$ cat src/rtl/led_bus_arbiter.sv
// Two-requester arbiter sharing one LED peripheral over a 4-way handshake.
// Alternates on contention, and a watchdog aborts transactions the slave never acknowledges.
module led_bus_arbiter #(
  parameter int WIDTH   = 14,
  parameter int TIMEOUT = 255
) (
  input  logic             clock,
  input  logic             reset,
  input  logic [WIDTH-1:0] m0_dataIn,
  input  logic             m0_Write,
  input  logic             m0_Read,
  output logic [WIDTH-1:0] m0_dataOut,
  output logic             m0_Ready,
  input  logic [WIDTH-1:0] m1_dataIn,
  input  logic             m1_Write,
  input  logic             m1_Read,
  output logic [WIDTH-1:0] m1_dataOut,
  output logic             m1_Ready,
  output logic [WIDTH-1:0] s_dataIn,
  output logic             s_Write,
  output logic             s_Read,
  input  logic [WIDTH-1:0] s_dataOut,
  input  logic             s_Ready,
  output logic             timeout
);

  typedef enum logic [1:0] {S_IDLE, S_ACTIVE, S_HOLD, S_DRAIN} state_t;

  state_t      r_state, w_next;
  logic        r_gnt, r_last, r_timeout;
  logic [15:0] r_cnt;

  logic             w_req0, w_req1, w_gnt_sel;
  logic             w_g_write, w_g_read, w_g_req;
  logic [WIDTH-1:0] w_g_data;
  logic             w_hit, w_abort;

  assign w_req0    = m0_Write | m0_Read;
  assign w_req1    = m1_Write | m1_Read;
  // On contention the requester not served last wins; otherwise the sole requester.
  assign w_gnt_sel = (w_req0 & w_req1) ? ~r_last : w_req1;

  assign w_g_write = r_gnt ? m1_Write  : m0_Write;
  assign w_g_read  = r_gnt ? m1_Read   : m0_Read;
  assign w_g_data  = r_gnt ? m1_dataIn : m0_dataIn;
  assign w_g_req   = w_g_write | w_g_read;

  assign w_hit     = (r_cnt + 16'd1) == 16'(TIMEOUT);

  always_comb begin
    w_next  = r_state;
    w_abort = 1'b0;
    case (r_state)
      S_IDLE:   if (w_req0 | w_req1) w_next = S_ACTIVE;
      S_ACTIVE: begin
        if (s_Ready)       w_next = S_HOLD;
        else if (!w_g_req) w_next = S_DRAIN;
        else if (w_hit) begin
          w_next  = S_DRAIN;
          w_abort = 1'b1;
        end
      end
      S_HOLD:   if (!w_g_req) w_next = S_DRAIN;
      S_DRAIN:  if (!s_Ready) w_next = S_IDLE;
      default:  w_next = S_IDLE;
    endcase
  end

  always_comb begin
    s_Write  = 1'b0;
    s_Read   = 1'b0;
    s_dataIn = '0;
    m0_Ready = 1'b0;
    m1_Ready = 1'b0;
    if (r_state == S_ACTIVE || r_state == S_HOLD) begin
      s_Write  = w_g_write;
      s_Read   = w_g_read;
      s_dataIn = w_g_data;
    end
    if (r_state != S_IDLE) begin
      if (r_gnt) m1_Ready = s_Ready;
      else       m0_Ready = s_Ready;
    end
  end

  assign m0_dataOut = s_dataOut;
  assign m1_dataOut = s_dataOut;
  assign timeout    = r_timeout;

  always_ff @(posedge clock) begin
    if (reset) begin
      r_state   <= S_IDLE;
      r_gnt     <= 1'b0;
      r_last    <= 1'b1;
      r_cnt     <= '0;
      r_timeout <= 1'b0;
    end else begin
      r_state   <= w_next;
      r_timeout <= w_abort;
      if (r_state == S_IDLE && w_next == S_ACTIVE) begin
        r_gnt <= w_gnt_sel;
        r_cnt <= '0;
      end else if (r_state == S_ACTIVE) begin
        r_cnt <= r_cnt + 16'd1;
      end
      if (r_state == S_DRAIN && !s_Ready) r_last <= r_gnt;
    end
  end

endmodule

$ cat config.mk
export PLATFORM = sky130hd
export DESIGN_NAME = led_bus_arbiter
export DESIGN_NICKNAME = d
export VERILOG_FILES = /design/src/rtl/led_bus_arbiter.sv
export SDC_FILE = /design/constraint.sdc
export NUM_CORES = 1
export LEC_CHECK = 0
export CAP_MARGIN = 10
export CORE_ASPECT_RATIO = 2
export CORE_MARGIN = 1.5
export CORE_UTILIZATION = 35
export DETAILED_ROUTE_END_ITERATION = 12
export HOLD_SLACK_MARGIN = 0.08
export PLACE_DENSITY_LB_ADDON = 0.2
export SLEW_MARGIN = 20
export SYNTH_ARGS = -nofsm -noshare
export SYNTH_HDL_FRONTEND = slang
export SYNTH_SLANG_ARGS = --single-unit
$ cat constraint.sdc
create_clock -name clock -period 5.67 [get_ports clock]
set_input_delay 1.134 -clock clock [delete_from_list [all_inputs] [get_ports clock]]
set_output_delay 1.134 -clock clock [all_outputs]
set_load 0.01 [all_outputs]
==> key figures, run 1 <==
Clock network
  – H-tree depth: 1
  – Clock tree from TritonCTS: done
  – Insertion delay to the later sink of the worst-skew pair: 0.26 ns
  – Clk root buf: clkbuf_8
  – Postcts setup bufs: 0
  – CTS buffer count: 3
  – Clk slew on worst S/H paths: 0.08 ns
  – CTS Hold Bufs: 0
  – Post-cts sizing count: 0
  – Max clock buf depth: 2
  – Clk sinks: 21

Drt
  – Vias: 1739
  – Routed Antenna Nets: 0
  – Routed WL per cell: 15.30 um
  – Routed WL: 4.942 mm
  – Drt pass-1 iters: 4
  – Vias per Instance: 5.384
  – Remaining routing DRC violations: 0
  – Detailed Route Iter0 Violations: 45

Die
  – Row cnt: 38
  – CORE AREA: 0.005373 sq mm
  – Initial core utilization: 36.03%
  – # IOs: 96
  – Die Y: 108.2 um
  – Die span in x: 55.59 um
  – Die area: 0.006013 sq mm

Layout
  – P&R area growth vs syn: 19.65%
  – Nets: 320
  – Antenna diode count: 0
  – Ratio of cells with drive above 1 in the final layout: 3.802%
  – Area of the multi-input gates: 0.001219 sq mm
  – Total area of sequential cells: 420.4 sq um
  – Util after Layout: 43.11%
  – Filler cell count: 553

Worst setup path
  – Largest stage delay, worst path: 0.57 ns
  – CP top delay family: buffers and inverters
  – Critical Path Most Common Cell: clkdlybuf4s50_1
  – Reg-to-reg slack, setup: 2.70 ns
  – Buf/Inv on CP: 2
  – Worst r2r dst: r_cnt[1]
  – Crit. End Element: primary output
  – Crit start category: input port
  – Critical Path AT: 2.48 ns
  – Start of the worst register-to-register path: r_gnt
  – Data required, critical path: 4.54 ns
  – Setup crit end: m0_Ready
  – Critical path peak fanout: 7
  – Worst-path cell chain: clkdlybuf4s50_1 -> nor3b_1 -> clkdlybuf4s50_1
  – Register-to-Register Path Depth: 7
  – Crit Path Category: input port to primary output
  – WP depth: 3
  – Critical Path Source: s_Ready
  – Slowest stage cell, crit path: clkdlybuf4s50_1

Synthesis
  – Synth warnings: 0
  – Net count after synthesis: 300
  – Top-count cell post-synth: nor2_1
  – Sequential fraction of the synthesis area: 21.72%
  – Synth Cell Area: 0.001936 sq mm
  – Commonest cells post-synth: nor2_1, buf_4, dfxtp_1, nor2b_1, mux2i_1
  – Top cell type by total area after synthesis: dfxtp_1
  – Ys async rst share: 0%
  – Top FF cell, synth: dfxtp_1
  – Mapped Avg Cell Area: 7.933 sq um
  – Synthesized instance count: 244
  – Synthesized flop and latch total: 21
  – Ranking of synthesized cells by area: dfxtp_1, buf_4, mux2i_1, nor2_1, nor2b_1
  – Post-synth top area share: 21.72%
  – Synth unique cells: 50
  – Post-synth EDFFs: 0

Place
  – GP Congestion: 0.7700
  – Port buffer count: 53
  – Hpwl dp: 4.000 mm

STA
  – Fin Hold WS: 0.5709 ns
  – Fin crit period: 3.614 ns
  – Pins over their slew limit: 0
  – Fmax: 276.7 MHz
  – Setup TNS: 0 ns
  – Worst-Margin Slew: 1.073 ns
  – RSZ-0062 raised after global routing: no
  – Final Hold Fails: 0
  – Setup violators final: 0
  – Setup Skew: 0.001794 ns
  – Final period util: 63.74%
  – Slew headroom: 28.36%

GRT
  – GRT Total Usage: 16.54%
  – Global-route wire length before repair: 7.935 mm
  – Initial antenna violation count: 0
  – Largest net degree at the start of global routing: 23
  – Vias in the first global route: 1656
  – GRT overflow: 0

Power
  – Static Leak: 0.8192 nW
  – Pwr/cell area: 219.3 mW/mm^2
  – VDD IR max: 0.1333 mV

Flow run
  – Max-cap check violation count: 0

Status
  – Status: completed

Hold path
  – Hold Path Origin: r_last
  – Hold WC Path Type: flop to flop
## cells by family (layout without fill, tap and decap cells)
kind of cell               count (synthesis)  in the layout  synth area share [%]
muxes                                     16             16                 8.274
adders and majority gates                  7              7                 4.525
AOI/OAI and AO/OA                         32             32                 12.22
xor gates and xnor gates                  18             18                 8.145
DFF                                       21             21                 21.72
buffers and inverters                     45             64                 15.32
and+or+nand+nor                          105            105                 29.80
## per-stage QoR
step	instances	cell area, sq um	setup slack [ns]	total power (W)
finish	323	2316	2.056	0.0005080
global route	323	2316	1.905	0.0005408
CTS	323	2316	2.053	0.0005141
detailed placement	319	2271	2.059	0.0004136
global placement	319	2271	2.052	0.0004130
floorplan	244	1936	3.071	0.0003241
## area by class of cell
cell class                 instances  area share, %
inverter                           7          1.135
clock buffer                       4          1.945
multi-input combinational        178          52.62
sequential                        21          18.15
timing repair buffer              53          22.91
tap                               60          3.241
## sequential cells by signal, indices dropped and copies added, names as in the netlist
signal / count
r_gnt: 1
r_cnt: 16
r_last: 1
r_state: 2
timeout: 1
## report_power, final
| group | total, W | switching [W] | internal (W) |
|---|---|---|---|
| logic | 0.000237 | 0.000108 | 0.000129 |
| registers | 0.000170 | 0.0000146 | 0.000155 |
| clock network | 0.000101 | 0.0000507 | 0.0000502 |
## worst reg2reg max path: stages (launching register included)
cell and delay, ns:
dfxtp_1 1.03, nor3_1 0.25, o31a_1 0.30, nor4_1 0.36, o221ai_1 0.16, a31oi_1 0.27
a21o_2 0.39, a211oi_2 0.08
## routing by layer
metal	vias up	GRT usage [%]	routed length [um]
met3	15	2.990	285
met4	0	8.711	180
li1	859	-	-
met1	797	13.74	1588
met5	-	0	0
met2	68	34.86	2888
## cell usage in the layout, fill, tap and decap left out, types with 2 or more instances in the layout
cell / Yosys / final
a211oi_1: 2 / 2
dfxtp_1: 21 / 21
ha_1: 7 / 7
clkbuf_8: 0 / 3
nand3_1: 9 / 9
nor3_1: 6 / 6
nor4_1: 5 / 5
nor2b_1: 19 / 19
and3_1: 3 / 3
clkdlybuf4s50_1: 0 / 53
nand2_1: 9 / 9
xnor2_1: 7 / 7
inv_1: 7 / 7
nor3b_1: 2 / 2
a31oi_1: 2 / 2
o31ai_1: 2 / 2
nand4_1: 5 / 5
o21ai_0: 2 / 2
a21oi_1: 7 / 7
nor4b_1: 2 / 2
mux2i_1: 16 / 16
nand2b_1: 3 / 3
a21o_1: 2 / 2
o31a_1: 3 / 3
nor2_1: 32 / 32
xor2_1: 11 / 11
## worst min path at each step
stage | end | slack [ns] | cells after the start
4_1_cts | r_last | 0.57 | 2
6_report | r_last | 0.57 | 2
5_1_grt | r_last | 0.60 | 2
2_1_floorplan | r_cnt[15] | 0.50 | 2
3_5_place_dp | r_cnt[9] | 0.56 | 2
3_3_place_gp | r_cnt[15] | 0.53 | 2
Power figures use the tool's default switching activity.
==> run 2: changes to the inputs <==
- clock period: 5.67 -> 3.8 ns (I/O delays scaled with it)
==> key figures, run 2 (synthesis results as in run 1) <==
Clock network
  – Clk sinks: 21 (unchanged)
  – Clk slew on worst S/H paths: 0.08 ns (about the same)
  – CTS buffer count: 3 (unchanged)
  – Clk root buf: clkbuf_8
  – Max clock buf depth: 2 (unchanged)
  – H-tree depth: 1 (unchanged)
  – Insertion delay to the later sink of the worst-skew pair: 0.26 ns (about the same)
  – Postcts setup bufs: 0 (unchanged)
  – Post-cts sizing count: 0 (unchanged)
  – Clock tree from TritonCTS: done
  – CTS Hold Bufs: 0 (unchanged)

STA
  – Setup violators final: 0 (unchanged)
  – Final period util: 76.71%
  – Final Hold Fails: 0 (unchanged)
  – Fin crit period: 2.915 ns
  – Slew headroom: 58.97% (+31 points)
  – Setup TNS: 0 ns (unchanged)
  – Worst-Margin Slew: 0.6154 ns (-0.4577 ns)
  – Setup Skew: 0.002889 ns (+0.001096 ns)
  – RSZ-0062 raised after global routing: no
  – Pins over their slew limit: 0 (unchanged)
  – Fmax: 343.1 MHz

Hold path
  – Hold WC Path Type: flop to flop

GRT
  – GRT overflow: 0 (unchanged)
  – GRT Total Usage: 16.69% (+0.15 points)
  – Global-route wire length before repair: 8.024 mm (+1.1%)
  – Vias in the first global route: 1717 (+3.7%)
  – Largest net degree at the start of global routing: 17 (-26%)
  – Initial antenna violation count: 0 (unchanged)

Place
  – Placed insts: 320 (+0.31%)
  – GP Congestion: 0.8417 (+9.3%)
  – Dpl cell area: 0.002278 sq mm (+0.33%)
  – Port buffer count: 53 (unchanged)
  – Hpwl dp: 3.980 mm (-0.51%)

Drt
  – Remaining routing DRC violations: 0 (unchanged)
  – Routed WL: 4.919 mm (-0.47%)
  – Detailed Route Iter0 Violations: 36 (-20%)
  – Routed WL per cell: 15.18 um (-0.77%)
  – Vias per Instance: 5.262 (-2.3%)
  – Vias: 1705 (-2.0%)
  – Drt pass-1 iters: 4 (unchanged)
  – Routed Antenna Nets: 0 (unchanged)

Layout
  – Largest regs: r_cnt: 16 flops, r_state: 2 flops
  – Commonest non-fill, non-tap cells in the layout: clkdlybuf4s50_1, nor2_1, dfxtp_1, nor2b_1, mux2i_1
  – Fin cells: 324 (+0.31%)
  – P&R area growth vs syn: 20.10%
  – Nets: 321 (+0.31%)
  – Most common cell after layout, fill and taps aside: clkdlybuf4s50_1
  – Area of the multi-input gates: 0.001219 sq mm (unchanged)
  – Post-route cell area: 0.002325 sq mm (+0.38%)
  – Util after Layout: 43.27% (+0.16 points)
  – Total area of sequential cells: 420.4 sq um (unchanged)
  – Top reg by flops: r_cnt
  – Max reg flops: 16 (unchanged)
  – Antenna diode count: 0 (unchanged)
  – Ratio of cells with drive above 1 in the final layout: 4.545% (+0.74 points)
  – Filler cell count: 552 (-0.18%)

Die
  – Initial core utilization: 36.03% (unchanged)
  – Die span in x: 55.59 um (unchanged)
  – # IOs: 96 (unchanged)
  – Row cnt: 38 (unchanged)
  – Die Y: 108.2 um (unchanged)
  – Die area: 0.006013 sq mm (unchanged)
  – CORE AREA: 0.005373 sq mm (unchanged)

Worst setup path
  – Crit. End Element: primary output
  – Worst r2r dst: r_cnt[1]
  – Critical Path Source: r_state[0]
  – CP top delay family: buffers and inverters
  – Critical path peak fanout: 16 (+9)
  – Largest stage delay, worst path: 0.57 ns (about the same)
  – Crit Path Category: flop to primary output
  – WP depth: 4 (+1)
  – Critical Path AT: 2.15 ns (-0.33 ns)
  – Start of the worst register-to-register path: r_gnt
  – Data required, critical path: 3.04 ns (-1.50 ns)
  – Setup crit end: s_dataIn[0]
  – Worst-path cell chain: inv_1 -> ha_1 -> nor2b_1 -> clkdlybuf4s50_1
  – Buf/Inv on CP: 2 (unchanged)
  – Slowest stage cell, crit path: ha_1
  – Reg-to-reg slack, setup: 1.04 ns (-1.66 ns)
  – Crit start category: flop
  – Register-to-Register Path Depth: 8 (+1)

Flow run
  – Max-cap check violation count: 0 (unchanged)

Power
  – VDD IR max: 0.2002 mV (+50%)
  – Pwr/cell area: 326.8 mW/mm^2 (+49%)
  – Static Leak: 0.8274 nW (+1.0%)

Status
  – Status: completed
## run 2: final cells by class
cell class                      instances  share of cell area [%]
Clock inverter                          1                  0.2153
Multi-Input combinational cell        178                   52.42
Clock buffer                            3                   1.776
Timing Repair Buffer                   54                   23.14
Tap cell                               60                   3.229
Sequential cell                        21                   18.08
Inverter                                7                   1.130
## run 2: per-layer routing
layer | vias to the layer above | wire [um] | global-route usage (%)
li1 | 859 | - | -
met4 | 0 | 75 | 5.401
met2 | 60 | 2965 | 36.31
met3 | 9 | 298 | 3.469
met5 | - | 0 | 0
met1 | 777 | 1579 | 14.03
## run 2: how the worst min path moves through the flow
stage / startpoint / slack [ns] / to / depth (start not counted)
floorplan: r_cnt[15] / 0.50 / r_cnt[15] / 2
global placement: r_cnt[15] / 0.53 / r_cnt[15] / 2
detailed placement: r_cnt[15] / 0.54 / r_cnt[15] / 2
CTS: r_cnt[15] / 0.57 / r_cnt[15] / 2
global route: r_cnt[15] / 0.60 / r_cnt[15] / 2
finish: r_cnt[15] / 0.56 / r_cnt[15] / 2
## run 2: metrics by stage
stage / hold WS (ns) / setup slack (ns) / total power (W)
3_3_place_gp: 0.5350 / 0.7357 / 0.0006153
3_5_place_dp: 0.5426 / 0.6975 / 0.0006167
5_1_grt: 0.5978 / 0.7047 / 0.0008133
2_1_floorplan: 0.5019 / 1.575 / 0.0004836
6_report: 0.5603 / 0.8851 / 0.0007596
4_1_cts: 0.5658 / 0.8456 / 0.0007699
## run 2: power by group
part	total, W	leakage (nW)	switching [W]	internal (W)
combinational	0.000356	0.632	0.000163	0.000193
clock	0.000153	0.0255	0.0000795	0.0000732
sequential	0.000251	0.170	0.0000190	0.000232
## run 2: worst reg2reg max path, stage by stage (launching register included)
cell      delay (ns)
dfxtp_1         0.69
buf_4           0.32
nor3_1          0.13
o31a_1          0.25
nor4_1          0.35
o221ai_1        0.16
a31oi_1         0.26
a21o_2          0.38
a211oi_2        0.08
